$ cat src/rtl/ex_mem_stage.sv
// EX/MEM pipeline register with a two-entry skid buffer (main + skid) and registered in_ready.
// Define EX_MEM_STAGE_FLAGS_EN to carry zero/negative result flags with each entry.
module ex_mem_stage #(
  parameter int DATA_W = 16,
  parameter int RD_W   = 3
) (
  input  logic              clk,
  input  logic              rst_n,
  input  logic              flush,
  input  logic              in_valid,
  output logic              in_ready,
  input  logic [DATA_W-1:0] in_result,
  input  logic [DATA_W-1:0] in_st_data,
  input  logic [RD_W-1:0]   in_rd,
  input  logic [2:0]        in_ctl,
  output logic              out_valid,
  input  logic              out_ready,
  output logic [DATA_W-1:0] out_result,
  output logic [DATA_W-1:0] out_st_data,
  output logic [RD_W-1:0]   out_rd,
  output logic [2:0]        out_ctl,
  output logic              out_zero,
  output logic              out_neg,
  output logic [1:0]        dbg_state
);

  // Handshake: a transfer happens on a rising edge where valid && ready; the
  // producer holds its fields stable while valid is high and ready is low.
  typedef enum logic [1:0] {EMPTY = 2'd0, ONE = 2'd1, FULL = 2'd2} state_t;

  state_t state_q, state_d;
  logic   ready_q;
  logic   accept, deliver;
  logic   load_main_in, load_skid_in, load_main_skid;

  logic [DATA_W-1:0] skid_result, skid_st_data;
  logic [RD_W-1:0]   skid_rd;
  logic [2:0]        skid_ctl;

  assign accept    = in_valid && ready_q;
  assign deliver   = (state_q != EMPTY) && out_ready;
  assign in_ready  = ready_q;
  assign out_valid = (state_q != EMPTY);
  assign dbg_state = state_q;

  always_comb begin
    state_d        = state_q;
    load_main_in   = 1'b0;
    load_skid_in   = 1'b0;
    load_main_skid = 1'b0;
    if (flush) begin
      state_d = EMPTY;
    end else begin
      case (state_q)
        EMPTY: if (accept) begin
          state_d      = ONE;
          load_main_in = 1'b1;
        end
        ONE: begin
          if (accept && deliver) begin
            load_main_in = 1'b1;
          end else if (accept) begin
            state_d      = FULL;
            load_skid_in = 1'b1;
          end else if (deliver) begin
            state_d = EMPTY;
          end
        end
        FULL: if (deliver) begin
          state_d        = ONE;
          load_main_skid = 1'b1;
        end
        default: state_d = EMPTY;
      endcase
    end
  end

  // in_ready comes straight from a flop; it reflects the state being entered.
  always_ff @(posedge clk or negedge rst_n) begin
    if (!rst_n) begin
      state_q <= EMPTY;
      ready_q <= 1'b1;
    end else begin
      state_q <= state_d;
      ready_q <= (state_d != FULL);
    end
  end

  always_ff @(posedge clk or negedge rst_n) begin
    if (!rst_n) begin
      out_result   <= '0;
      out_st_data  <= '0;
      out_rd       <= '0;
      out_ctl      <= '0;
      skid_result  <= '0;
      skid_st_data <= '0;
      skid_rd      <= '0;
      skid_ctl     <= '0;
    end else begin
      if (load_main_in) begin
        out_result  <= in_result;
        out_st_data <= in_st_data;
        out_rd      <= in_rd;
        out_ctl     <= in_ctl;
      end else if (load_main_skid) begin
        out_result  <= skid_result;
        out_st_data <= skid_st_data;
        out_rd      <= skid_rd;
        out_ctl     <= skid_ctl;
      end
      if (load_skid_in) begin
        skid_result  <= in_result;
        skid_st_data <= in_st_data;
        skid_rd      <= in_rd;
        skid_ctl     <= in_ctl;
      end
    end
  end

`ifdef EX_MEM_STAGE_FLAGS_EN
  logic skid_zero, skid_neg;

  // Flags are computed once at capture so the MEM stage sees them registered.
  always_ff @(posedge clk or negedge rst_n) begin
    if (!rst_n) begin
      out_zero  <= 1'b0;
      out_neg   <= 1'b0;
      skid_zero <= 1'b0;
      skid_neg  <= 1'b0;
    end else begin
      if (load_main_in) begin
        out_zero <= (in_result == '0);
        out_neg  <= in_result[DATA_W-1];
      end else if (load_main_skid) begin
        out_zero <= skid_zero;
        out_neg  <= skid_neg;
      end
      if (load_skid_in) begin
        skid_zero <= (in_result == '0);
        skid_neg  <= in_result[DATA_W-1];
      end
    end
  end
`else
  assign out_zero = 1'b0;
  assign out_neg  = 1'b0;
`endif

endmodule
$ cat config.mk
export PLATFORM = sky130hd
export DESIGN_NAME = ex_mem_stage
export DESIGN_NICKNAME = d
export VERILOG_FILES = /design/src/rtl/ex_mem_stage.sv
export SDC_FILE = /design/constraint.sdc
export NUM_CORES = 1
export LEC_CHECK = 0
export ABC_AREA = 1
export BUFFER_PORTS_ARGS = -buffer_cell sky130_fd_sc_hd__buf_4
export CORE_UTILIZATION = 30
export DETAILED_ROUTE_END_ITERATION = 12
export SYNTH_ARGS = -nofsm -noshare
export SYNTH_HDL_FRONTEND = slang
export SYNTH_SLANG_ARGS = --single-unit
$ cat constraint.sdc
create_clock -name clk -period 1.6 [get_ports clk]
set_input_delay 0.32 -clock clk [delete_from_list [all_inputs] [get_ports clk]]
set_output_delay 0.32 -clock clk [all_outputs]
set_load 0.005 [all_outputs]
* After elaboration in Yosys (flattened, before gate mapping)
Index checks and enable logic that the tools add are counted.
Storage, ports and cells: output and inout port bits 44, logic and storage cells 44, bits in registers 79, input bits 43
Cells by class: eq/ne operators 3, multiplexer cells 25, reduce and logical (&&, ||, !) cells 6
Operators by type and width (count):
- 16-bit two-way mux | 4
- 2-bit two-way mux | 6
- 3-bit two-way mux | 4
- 1-bit two-way mux | 9
- 2-bit case mux with 3 select lines | 1
- 2-bit nonzero test | 2
- 1-bit logical AND | 3
- 2-bit by 1-bit == test with 1-bit output (second input constant) | 1
- 2-bit == test (second input constant) | 1
- 2-bit zero test | 1
- 2-bit inequality test (second input constant) | 1
- 1-bit case mux with 2 select lines | 1

* Depth between registers and ports, before layout
depth in word-level cells 8, gate-level depth with buffers 8, depth with buffers taken out 6

* Worst setup path before layout
No wires, ideal clock.
path kind flip-flop to flip-flop, start point reg ready_q (netlist: in_ready), end point reg skid_st_data[10], arrival time 1274 ps, required time 1470 ps, cell stages (with the launch flop) 8, path buffers 2, clock period less this slack 1405 ps, path slack 195 ps, cell sequence dfstp_2 -> nand2_1 -> nor2_2 -> nand2_1 -> buf_4 -> buf_2 -> nand2_1 -> o21ai_1
On the way: cells in the longest elaborated chain, start to end 5, elaborated cells on any way between the ends 6, classes of those cells mux: 4; reduce/logical: 2
RTL lines:
- start, declared | line 32 | logic ready_q;
- start signal, assigned | line 85 | ready_q <= (state_d != FULL);
- 1-bit logical AND (*) | line 40 | assign accept = in_valid && ready_q;
- 1-bit two-way mux or 1-bit logical AND (tied branches) | line 62, 60
- 1-bit two-way mux (*) | line 60 | if (accept && deliver) begin
- 1-bit two-way mux (*) | line 54 | case (state_q)
- 1-bit two-way mux (*) | line 51 | if (flush) begin
- end signal, assigned | line 113 | skid_st_data <= in_st_data;
- end, declared | line 36 | logic [DATA_W-1:0] skid_result, skid_st_data;
Every way passes the cells marked *; elsewhere a longest branch is shown, timed or not. A chain may end at the register's enable or synchronous reset.

* Final worst setup path
start point reg state_q[1] (netlist: dbg_state[1]), end point out out_valid
On the way: cells in the longest elaborated chain, start to end 1
RTL lines:
- start, declared | line 31 | state_t state_q, state_d;
- start signal, assigned | line 84 | state_q <= state_d;
- 2-bit nonzero test | line 43 | assign out_valid = (state_q != EMPTY);
- end, declared | line 16 | output logic out_valid,
No other way between the ends.

==> results.txt <==
Via count: 3283
CP startpoint kind: flip-flop
Final Max Slew Viols: 0
Filler cells: 1270
Vias per inst: 4.541
Die H: 113.9 um
Placed instance area: 4586 sq um
Arrival time worst endpoint: 1.20 ns
DRT Pass-1 Iters: 4
GPL Wtd Cong: 0.7414
M1 WL: 4.262 mm
Synth-to-Final Area Change: 29.89%
Total Routed Length: 9.305 mm
Yosys cell types: 20
Tmin final: 1.517 ns
Avg WL per Cell: 12.87 um
Avg Inst Size Synth: 7.913 sq um
YS warnings: 0
CTS tree: built
Tightest Hold Check Type: input pin to flip-flop
Placed cells: 706
Pwr/cell area: 1184 nW/um^2
Final instance area: 4882 sq um
CTS Sinks: 79
Final setup TNS: 0 ns
Die W: 113.9 um
Critical Path Slowest Stage Cell: dfrtp_1
Max VDD drop: 0.0003855 V
Reg2Reg Depth: 7
Vias in the first global route: 3188
Final HPWL DP: 6.116 mm
CTS root buffer: clkbuf_16
CTS clk-pin slew, worst paths: 0.06 ns
Commonest non-fill, non-tap cell in the layout: nand2_1
Total track usage: 15.26%
CP Max Fanout: 6
Hold path depth: 2
Largest net degree at the start of global routing: 54
Post-Layout Cell Count: 723
Crit end category: primary output
CTS resizes: 0
Ports: 87
Met2 wire length: 4.414 mm
Ant. Diodes: 0
Cells after synthesis: 475
Critical-path cell list: inv_1, nand2_1, buf_4
CTS Buf Count: 9
Cell Area, Synth: 3759 sq um
IO buf count: 84
Die ar.: 12980 sq um
Crit-path max cell delay: 0.46 ns
Outcome: completed
Total congestion overflow: 0
First-pass GRT wire length: 15.60 mm
Starting density of the core: 31.03%
Final setup viols: 0
Number of max-cap violations: 0
R2r setup slk: 0.13 ns
Hold Vio Cnt, Final: 0
Fmax: 0.6592 GHz
Cell Rows: 40
Final period util: 94.81%
Yosys reg bits: 79
Commonest cells after routing, fill and taps aside: 119 x nand2_1, 91 x buf_4, 78 x nand3_1, 78 x dfrtp_1, 77 x inv_1
DR DRC count: 0
Worst r2r dst: out_st_data[7]
Worst setup endpoint: out_valid
Critical Path RT: 1.28 ns
Reg2reg start: in_ready
Nets: 594
Static Leak: 2.551 nW
CTS Buffer Depth: 2
Skew final: 0.005789 ns
RSZ-0062 raised after global routing: false
Iteration-0 DRC Markers: 183
Initial antenna violation count: 0
Critical path type: flip-flop to primary output
Clk Latency, worst-skew pair: 0.33 ns
Sequential area share after synthesis: 52.63%
Layout cells sized above 1: 21.62%
Metal3 WL: 485 um
Uppermost layer routed: met4
Core area: 12110 sq um
Final ANT Viol Nets: 0
H-tree depth: 3
Critical Path Start: dbg_state[1]
final cells by class:
| class | instances | area, sq um | share of cell area [%] |
|---|---|---|---|
| clock inverters | 5 | 50.05 | 1.025 |
| well taps | 168 | 210.2 | 4.305 |
| inverters | 79 | 296.5 | 6.074 |
| multi-input cells | 284 | 1305 | 26.73 |
| flip-flops and latches | 79 | 1978 | 40.52 |
| clock buffers | 10 | 229.0 | 4.690 |
| repair buffers | 98 | 813.3 | 16.66 |
flip-flops by register name, indices dropped and copies added, names as in the netlist:
name,count
out_st_data,16
out_rd,3
out_ctl,3
skid_rd,3
skid_ctl,3
out_result,16
skid_result,16
in_ready,1
skid_st_data,16
dbg_state,2
worst max-delay path: cells and delay by family, from the launching register on:
family	cells	cell delay, ns
flip-flops	1	0.46
buffers and inverters	2	0.30
AND/OR/NAND/NOR	1	0.11
synthesized netlist by cell type (all sizes together):
cell	n	area share [%]
clkbuf	10	1.0
dfrtp	78	52
nand3	78	10
nand3b	1	0.20
o21ai	75	10
nand4	3	0.50
conb	1	0.10
nand2	121	12
inv	79	7.9
nor3	1	0.27
buf	24	4.3
nor2	1	0.17
dfstp	1	0.70
a21oi	2	0.37
kinds of logic after synthesis:
kind of cell,synth area share (%)
AO/OA/AOI/OAI,10.45
buffers and inverters,13.22
flip-flops,52.63
other,0.09977
AND/OR/NAND/NOR,23.60
power breakdown:
group          switching, mW  leakage [nW]  total (mW)  internal [mW]
Clock                  0.768         0.142        1.96           1.19
Combinational          0.565          1.45        1.15          0.590
Sequential             0.241         0.963        2.67           2.43
routing by layer:
layer,vias up,track usage [%]
li1,1639,-
met5,-,0
met2,83,24.00
met1,1547,20.62
met3,14,3.029
met4,0,6.147
through the flow:
stage               power [mW]  util [%]  setup WS (ns)  hold slack [ns]
floorplan                3.271         -         0.1953          0.02441
global placement         3.828     37.86         0.1996           0.3250
detailed placement       3.875     37.86         0.1327           0.3311
CTS                      5.864     40.25        0.08157           0.1722
global route             6.165     40.31        0.03292           0.1828
finish                   5.782     40.31        0.08297           0.1820
worst min path at each step:
stage / slack (ns) / to / start
after CTS: 0.17 / dbg_state[0] / flush
final: 0.18 / dbg_state[0] / flush
after global placement: 0.32 / skid_st_data[8] / rst_n
after detailed placement: 0.33 / skid_st_data[2] / rst_n
after floorplan: 0.02 / dbg_state[0] / rst_n
after global routing: 0.18 / dbg_state[0] / flush
what timing repair did:
item | 4_1_cts | 5_1_grt
endpoints found under the setup margin | 0 | 6
hold buffers | 1 | 0
setup buffers | 0 | 1
hold endpoints to repair | 44 | 0
Note: power is estimated with default switching activity, not from simulation.
